===== config.mk =====
export PLATFORM = sky130hd
export DESIGN_NAME = hazard_ctrl_flat
export DESIGN_NICKNAME = d
export VERILOG_FILES = /design/src/rtl/hazard_ctrl_if.sv /design/src/rtl/hazard_ctrl.sv /design/src/flat_wrapper.sv
export SDC_FILE = /design/constraint.sdc
export NUM_CORES = 1
export LEC_CHECK = 0
export CORE_MARGIN = 2
export CORE_UTILIZATION = 40
export CTS_BUF_LIST = sky130_fd_sc_hd__clkbuf_4
export DETAILED_ROUTE_END_ITERATION = 16
export PLACE_DENSITY = 0.82
export SYNTH_ARGS = -nofsm -noshare
export SYNTH_HDL_FRONTEND = slang
export SYNTH_SLANG_ARGS = --single-unit

===== constraint.sdc =====
create_clock -name Clock -period 3.5 [get_ports Clock]
set_clock_uncertainty 0.1 [all_clocks]
set_input_delay 0.525 -clock Clock [delete_from_list [all_inputs] [get_ports Clock]]
set_output_delay 0.525 -clock Clock [all_outputs]
set_load 0.1 [all_outputs]

===== src/rtl/hazard_ctrl_if.sv =====
// Decode/execute hazard signals between the pipeline (master) and hazard_ctrl (slave).
interface hazard_ctrl_if;
    logic [4:0] IdRsAddr;
    logic [4:0] IdRtAddr;
    logic       IdUsesRt;
    logic       IdMULOp;
    logic       IdJump;
    logic       ExMemRead;
    logic [4:0] ExRAddr;
    logic       ExBranchTaken;
    logic       PCWrite;
    logic       IFIDWrite;
    logic       IFIDFlush;
    logic       IDEXBubble;
    logic       MulBusy;
    logic       MulDone;

    modport master (
        output IdRsAddr, IdRtAddr, IdUsesRt, IdMULOp, IdJump,
        output ExMemRead, ExRAddr, ExBranchTaken,
        input  PCWrite, IFIDWrite, IFIDFlush, IDEXBubble, MulBusy, MulDone
    );

    modport slave (
        input  IdRsAddr, IdRtAddr, IdUsesRt, IdMULOp, IdJump,
        input  ExMemRead, ExRAddr, ExBranchTaken,
        output PCWrite, IFIDWrite, IFIDFlush, IDEXBubble, MulBusy, MulDone
    );
endinterface


===== src/rtl/hazard_ctrl.sv =====
// Decode-stage interlock: load-use stall, multi-cycle multiply hold, branch/jump flush.
// Define HAZARD_PERF_EN to add the 32-bit StallCycles performance counter port.
//
// state    | meaning
// IDLE     | normal flow; hazards and flushes resolved combinationally
// MUL_BUSY | multiply occupies execute; decode held, bubbles inserted
module hazard_ctrl #(
    parameter int MUL_CYCLES = 4
) (
    input  logic         Clock,
    input  logic         nReset,
    hazard_ctrl_if.slave bus
`ifdef HAZARD_PERF_EN
    ,
    output logic [31:0]  StallCycles
`endif
);

    typedef enum logic [0:0] {
        IDLE     = 1'b0,
        MUL_BUSY = 1'b1
    } state_t;

    localparam logic [3:0] MUL_LOAD = 4'(MUL_CYCLES - 1);

    state_t     state;
    logic [3:0] mul_cnt;
    logic       mul_busy;
    logic       mul_done;

    logic load_hazard;
    logic mul_issue;
    logic pc_write;
    logic ifid_write;
    logic ifid_flush;
    logic idex_bubble;

    assign load_hazard = bus.ExMemRead && (bus.ExRAddr != 5'd0) &&
                         ((bus.ExRAddr == bus.IdRsAddr) ||
                          (bus.IdUsesRt && (bus.ExRAddr == bus.IdRtAddr)));

    // A multiply only issues when nothing of higher priority claims the cycle.
    assign mul_issue = (state == IDLE) && bus.IdMULOp && !bus.ExBranchTaken &&
                       !load_hazard && !bus.IdJump;

    always_comb begin
        pc_write    = 1'b1;
        ifid_write  = 1'b1;
        ifid_flush  = 1'b0;
        idex_bubble = 1'b0;
        if (state == MUL_BUSY) begin
            pc_write    = 1'b0;
            ifid_write  = 1'b0;
            idex_bubble = 1'b1;
        end else if (bus.ExBranchTaken) begin
            ifid_flush  = 1'b1;
            idex_bubble = 1'b1;
        end else if (load_hazard) begin
            pc_write    = 1'b0;
            ifid_write  = 1'b0;
            idex_bubble = 1'b1;
        end else if (bus.IdJump) begin
            ifid_flush  = 1'b1;
        end
    end

    always_ff @(posedge Clock or negedge nReset) begin
        if (!nReset) begin
            state    <= IDLE;
            mul_cnt  <= 4'd0;
            mul_busy <= 1'b0;
            mul_done <= 1'b0;
        end else begin
            case (state)
                IDLE: begin
                    if (mul_issue) begin
                        state    <= MUL_BUSY;
                        mul_cnt  <= MUL_LOAD;
                        mul_busy <= 1'b1;
                        mul_done <= (MUL_LOAD == 4'd1);
                    end
                end
                MUL_BUSY: begin
                    if (mul_cnt == 4'd1) begin
                        state    <= IDLE;
                        mul_cnt  <= 4'd0;
                        mul_busy <= 1'b0;
                        mul_done <= 1'b0;
                    end else begin
                        mul_cnt  <= mul_cnt - 4'd1;
                        mul_done <= (mul_cnt == 4'd2);
                    end
                end
                default: begin
                    state    <= IDLE;
                    mul_cnt  <= 4'd0;
                    mul_busy <= 1'b0;
                    mul_done <= 1'b0;
                end
            endcase
        end
    end

    assign bus.PCWrite    = pc_write;
    assign bus.IFIDWrite  = ifid_write;
    assign bus.IFIDFlush  = ifid_flush;
    assign bus.IDEXBubble = idex_bubble;
    assign bus.MulBusy    = mul_busy;
    assign bus.MulDone    = mul_done;

`ifdef HAZARD_PERF_EN
    logic [31:0] stall_cycles;

    always_ff @(posedge Clock or negedge nReset) begin
        if (!nReset) begin
            stall_cycles <= 32'd0;
        end else if (!pc_write) begin
            stall_cycles <= stall_cycles + 32'd1;
        end
    end

    assign StallCycles = stall_cycles;
`endif

endmodule


===== src/flat_wrapper.sv =====
// flat-port wrapper written by rule: the top's interface ports become plain ports
module hazard_ctrl_flat 
#(
    parameter int MUL_CYCLES = 4
)
  (Clock, nReset, bus_IdRsAddr, bus_IdRtAddr, bus_IdUsesRt, bus_IdMULOp, bus_IdJump, bus_ExMemRead, bus_ExRAddr, bus_ExBranchTaken, bus_PCWrite, bus_IFIDWrite, bus_IFIDFlush, bus_IDEXBubble, bus_MulBusy, bus_MulDone);
  hazard_ctrl_if bus_i ();
  input  logic Clock;
  input  logic nReset;
  input wire logic [$bits(bus_i.IdRsAddr)-1:0] bus_IdRsAddr;
  input wire logic [$bits(bus_i.IdRtAddr)-1:0] bus_IdRtAddr;
  input wire logic [$bits(bus_i.IdUsesRt)-1:0] bus_IdUsesRt;
  input wire logic [$bits(bus_i.IdMULOp)-1:0] bus_IdMULOp;
  input wire logic [$bits(bus_i.IdJump)-1:0] bus_IdJump;
  input wire logic [$bits(bus_i.ExMemRead)-1:0] bus_ExMemRead;
  input wire logic [$bits(bus_i.ExRAddr)-1:0] bus_ExRAddr;
  input wire logic [$bits(bus_i.ExBranchTaken)-1:0] bus_ExBranchTaken;
  output wire logic [$bits(bus_i.PCWrite)-1:0] bus_PCWrite;
  output wire logic [$bits(bus_i.IFIDWrite)-1:0] bus_IFIDWrite;
  output wire logic [$bits(bus_i.IFIDFlush)-1:0] bus_IFIDFlush;
  output wire logic [$bits(bus_i.IDEXBubble)-1:0] bus_IDEXBubble;
  output wire logic [$bits(bus_i.MulBusy)-1:0] bus_MulBusy;
  output wire logic [$bits(bus_i.MulDone)-1:0] bus_MulDone;
  assign bus_i.IdRsAddr = bus_IdRsAddr;
  assign bus_i.IdRtAddr = bus_IdRtAddr;
  assign bus_i.IdUsesRt = bus_IdUsesRt;
  assign bus_i.IdMULOp = bus_IdMULOp;
  assign bus_i.IdJump = bus_IdJump;
  assign bus_i.ExMemRead = bus_ExMemRead;
  assign bus_i.ExRAddr = bus_ExRAddr;
  assign bus_i.ExBranchTaken = bus_ExBranchTaken;
  assign bus_PCWrite = bus_i.PCWrite;
  assign bus_IFIDWrite = bus_i.IFIDWrite;
  assign bus_IFIDFlush = bus_i.IFIDFlush;
  assign bus_IDEXBubble = bus_i.IDEXBubble;
  assign bus_MulBusy = bus_i.MulBusy;
  assign bus_MulDone = bus_i.MulDone;
  hazard_ctrl #(.MUL_CYCLES(MUL_CYCLES)) u_core (.Clock(Clock), .nReset(nReset), .bus(bus_i));
endmodule

Yosys cells after proc, flatten, opt, wreduce, memory -nomap -nowiden
Cells that the tools add are included.
{"block": "classes", "addsub": 1, "n_lt_le_gt_ge": 0, "muxes": 22, "bitwise": 1, "n_eq_ne": 6, "mul": 0, "reduce_logical": 13, "shifts": 0, "div": 0}
{"cell": "1-bit 2-to-1 mux", "n": 16}
{"cell": "5-bit == test", "n": 2}
{"cell": "4-bit 2-to-1 mux", "n": 2}
{"cell": "4-bit case mux with 2 select lines", "n": 1}
{"cell": "1-bit logical AND", "n": 7}
{"cell": "1-bit case mux with 2 select lines", "n": 3}
{"cell": "5-bit nonzero test", "n": 1}
{"cell": "4-bit by 1-bit == test with 1-bit output, second input constant", "n": 1}
{"cell": "4-bit by 2-bit == test with 1-bit output, second input constant", "n": 1}
{"cell": "4-bit by 1-bit subtractor with 4-bit output, second input constant", "n": 1}
{"cell": "1-bit logical NOT", "n": 3}
{"cell": "2-bit by 1-bit inequality test with 1-bit output, second input constant", "n": 1}
{"cell": "2-bit inequality test, second input constant", "n": 1}
{"cell": "2-bit AND reduction", "n": 1}
{"cell": "1-bit logical OR", "n": 1}
{"cell": "1-bit NOT", "n": 1}
{"block": "totals", "rom_bits": 0, "latch_bits": 0, "word_cells": 47, "out_inout_bits": 6, "ramBits": 0, "memories": 0, "input_bits": 22, "ff_bits": 7}

Longest topological paths before layout
{"block": "logic_depth", "depth_word": 9, "depth_mapped": 6, "ltp_nobuf": 5}

Least setup slack after synthesis
OpenSTA, ideal clock, no wires.
{"block": "synth_path", "path_type": "input to output", "from": "input bus_ExRAddr[1]", "to": "output bus_PCWrite", "path_buffers": 1, "t_arrival_ps": 3442, "path_slack_ps": -567, "stages": 5, "t_required_ps": 2875, "path_cell_list": "or4_1 -> o21a_1 -> and2_1 -> a21oi_1 -> buf_4"}
{"block": "synth_between", "elab_chain_cells": 7, "elab_cells_between_ends": 10, "classes_between": "2 x eq/ne; 3 x mux; 5 x reduce/logical"}
{"item": "from (decl)", "line_no": "flat_wrapper.sv:16", "source": "input wire logic [$bits(bus_i.ExRAddr)-1:0] bus_ExRAddr;"}
{"item": "5-bit == test", "line_no": "hazard_ctrl.sv:40", "source": "(bus.IdUsesRt && (bus.ExRAddr == bus.IdRtAddr)));"}
{"item": "1-bit logical AND", "line_no": "hazard_ctrl.sv:40"}
{"item": "1-bit logical OR", "line_no": "hazard_ctrl.sv:39", "source": "((bus.ExRAddr == bus.IdRsAddr) ||"}
{"item": "1-bit logical AND *", "line_no": "hazard_ctrl.sv:38", "source": "assign load_hazard = bus.ExMemRead && (bus.ExRAddr != 5'd0) &&"}
{"item": "1-bit 2-to-1 mux * (3 in a row)"}
{"item": "to (decl)", "line_no": "flat_wrapper.sv:18", "source": "output wire logic [$bits(bus_i.PCWrite)-1:0] bus_PCWrite;"}
Every way passes the cells marked *; elsewhere a longest branch is shown, timed or not.

Worst setup path in the final report
{"block": "layout_path", "from": "input bus_ExRAddr[1]", "to": "output bus_IFIDWrite"}
{"block": "layout_between", "elab_chain_cells": 7, "elab_cells_between_ends": 10, "classes_between": "2 x eq/ne; 3 x mux; 5 x reduce/logical"}
{"item": "5-bit == test", "line_no": "hazard_ctrl.sv:40"}
{"item": "1-bit logical AND", "line_no": "hazard_ctrl.sv:40"}
{"item": "1-bit logical OR", "line_no": "hazard_ctrl.sv:39"}
{"item": "1-bit logical AND *", "line_no": "hazard_ctrl.sv:38"}
{"item": "1-bit 2-to-1 mux *", "line_no": "hazard_ctrl.sv:58", "source": "end else if (load_hazard) begin"}
{"item": "1-bit 2-to-1 mux *", "line_no": "hazard_ctrl.sv:55", "source": "end else if (bus.ExBranchTaken) begin"}
{"item": "1-bit 2-to-1 mux *", "line_no": "hazard_ctrl.sv:51", "source": "if (state == MUL_BUSY) begin"}
{"item": "to (decl)", "line_no": "flat_wrapper.sv:19", "source": "output wire logic [$bits(bus_i.IFIDWrite)-1:0] bus_IFIDWrite;"}
Marks and branches as above.

==> impl_metrics.yaml <==
status:
  status: "complete, no violations"
critical_path:
  critPathKind: "primary input to output port"
  critPathMaxFanout: 3
  path_cells: "clkdlybuf4s50_1, or4_1, o21a_1, and2_1, a21oi_2, buf_12"
  rr_startpoint: "u_core.state"
  ff2ff_path_depth: 4
  cp_slowest_cell: "or4_1"
  crit_path_end_kind: "output port"
  arrival_ps: 2470
  critPathTopFamily: "simple AND/OR/NAND/NOR gates"
  rrSetupSlack_ps: 1940
  worst_setup_path_start_kind: "primary input"
  slowest_delay_ps: 560
  crit_required_ps: 2870
  cp_num_buf_inv: 2
  r2r-end: "u_core.mul_cnt[3]"
sta:
  period_minus_slack_ps: 3100
  period_share_pct: 88.4
  fin_tns_setup_ps: 0
  setup_viol: 0
  slew_violations: 0
  max-slew-margin-rel_pct: 35.9
  tightest_slew_ps: 959
  rsz0062_at_grt: "no"
  fmax_mhz: 323
  finalHoldViolCount: 0
synth:
  ys_ff_latch: 7
  synth_cells: 63
  syn_area_um2: 563
  yosysSeqAreaShare_pct: 31.1
  syn-mean-instance-area_um2: 8.94
  yosysWarnings: 0
  synthTopCellsByArea: "dfrtp_1 31%, xnor2_1 16%, ha_1 6.7%"
  synth_top_area_share_pct: 31.1
  synth_cell_types: 27
  yosys.area.top_type: "dfrtp_1"
  synth_nets: 88
finish:
  layoutNonFillerInstCount: 107
  drive_gt1_share_pct: 15.2
  nets: 118
  multiInputGateArea_um2: 370
  final_core_util_pct: 70.7
  register_area_um2: 175
  nFillCells: 111
  mostFrequentLayoutCell: "clkdlybuf4s50_1"
  mostFrequentLayoutCells: "23 x clkdlybuf4s50_1, 10 x xnor2_1, 9 x nand2_1"
  area_growth_pct: 63.3
  antenna_cells: 0
job:
  cap_violations: 0
floorplanning:
  ios: 28
  die_h_um: 41.5
  core_area_um2: 1300
  die_w_um: 41.5
  die-area_um2: 1720
  start_util_pct: 43.3
  num_rows: 13
placement:
  hpwl_um: 1140
  gp_congestion: 0.849
  place_inst: 103
  io_buffers: 27
worst_hold_path:
  hold_path.class: "primary input to asynchronous set/reset pin"
clock_tree:
  cts_buffer_depth: 2
  postCtsSetupRepairBufs: 0
  path_clk_slew_ps: 50
  h-tree-depth: 1
  clock_sinks: 7
  cts_resized: 0
  worstSkewPairLatency_ps: 250
  hold_buffers: 0
  cts_tree: "yes"
  cts-buffers-inserted: 3
  cts_root_buffer: "clkbuf_4"
grt:
  grt_usage_pct: 16.8
  grt_pass1_vias: 510
  grt_max_degree: 11
  grt-ovfl-total: 0
  grt_pass1_wl_um: 2150
  antenna_found_initial: 0
route:
  wl_per_cell_um: 12.6
  dr_total_vias: 550
  vias_per_cell: 5.14
  drt-initial-drc-count: 5
  drt_first_pass_iters: 4
  totalWireLength_um: 1350
  postRouteAntennaNets: 0
  drc: 0
pwr:
  leakage_nw: 0.371
  comb_power_share_pct: 68.1
  switchingPower_mw: 0.416
  p_total_mw: 0.777
  p_int_mw: 0.360
  power_density_nw_per_um2: 844
  ir_drop_mv: 0.404
  p_seq_share_pct: 21.6
  power.share.clock_pct: 10.4
  swShare_pct: 53.6
worst reg2reg max path: cells and delay by family, from the launching register on:
kind,cells,cell delay [ps]
flip-flops,1,550
AO/OA/AOI/OAI,1,60
multiplexers,1,230
buffers and inverters,1,150
AND/OR/NAND/NOR,1,340
power by group through the flow:
stage	logic, mW	clock network, mW	registers [mW]
2_1_floorplan	0.321	0	0.208
3_3_place_gp	0.515	0	0.166
3_5_place_dp	0.529	0	0.168
4_1_cts	0.530	0.0837	0.167
5_1_grt	0.551	0.0896	0.174
6_report	0.529	0.0806	0.167
through the flow:
step	setup slack (ps)	hold slack, ps	cell area (um^2)
2_1_floorplan	117	129	573
5_1_grt	323	444	920
3_5_place_dp	389	445	890
4_1_cts	385	431	920
6_report	405	436	920
3_3_place_gp	456	415	890
how the worst max path moves through the flow:
stage	start	endpoint	slack (ps)	depth (start not counted)
3_3_place_gp	bus_ExRAddr[1]	bus_IFIDWrite	460	6
6_report	bus_ExRAddr[1]	bus_IFIDWrite	400	6
4_1_cts	bus_ExRAddr[1]	bus_IFIDWrite	390	6
5_1_grt	bus_ExRAddr[1]	bus_IFIDWrite	320	6
2_1_floorplan	bus_ExRAddr[1]	bus_PCWrite	120	5
3_5_place_dp	bus_ExRAddr[1]	bus_IFIDWrite	390	6
cells by family (layout without fill, tap and decap cells):
logic type	count (synthesis)	count (layout)	share of synthesized area [%]
XOR/XNOR	10	10	15.6
buffers and inverters	6	35	4.89
multiplexers	1	1	1.78
flip-flops	7	7	31.1
AO/OA/AOI/OAI	16	16	23.8
adder cells (fa/ha/maj)	3	3	6.67
AND/OR/NAND/NOR	20	20	16.2
sequential cells by signal, summed over array words and instances (netlist names):
signal,count
u_core.bus.MulDone,1
u_core.bus.MulBusy,1
u_core.state,1
u_core.mul_cnt,4
cells in the mapped netlist, drive strengths merged:
library cell	count
a21o	1
nand3	2
a2bb2oi	1
o22ai	2
a32oi	1
xnor2	10
o21ai	2
and2	1
ha	3
nor4	1
nand4	1
nand2b	1
or4	1
nand2	9
a211oi	1
mux2i	1
o21a	1
a21oi	4
buf	2
dfrtp	7
a22o	1
o31a	2
inv	4
nor2	4
layer usage:
layer,vias up,routed length (um),global-route usage [%]
met5,-,0,0
met4,0,20,13.5
met3,2,135,5.65
met2,30,716,29.1
met1,240,478,15.9
li1,278,-,-
cell type report:
cell class / instances / share of cell area (%)
Tap cell: 15 / 2.04
Sequential cell: 7 / 19.0
Multi-Input combinational cell: 50 / 40.3
Clock buffer: 4 / 3.27
Inverter: 4 / 1.63
Timing Repair Buffer: 27 / 33.7
Note: power is estimated with default switching activity, not from simulation.
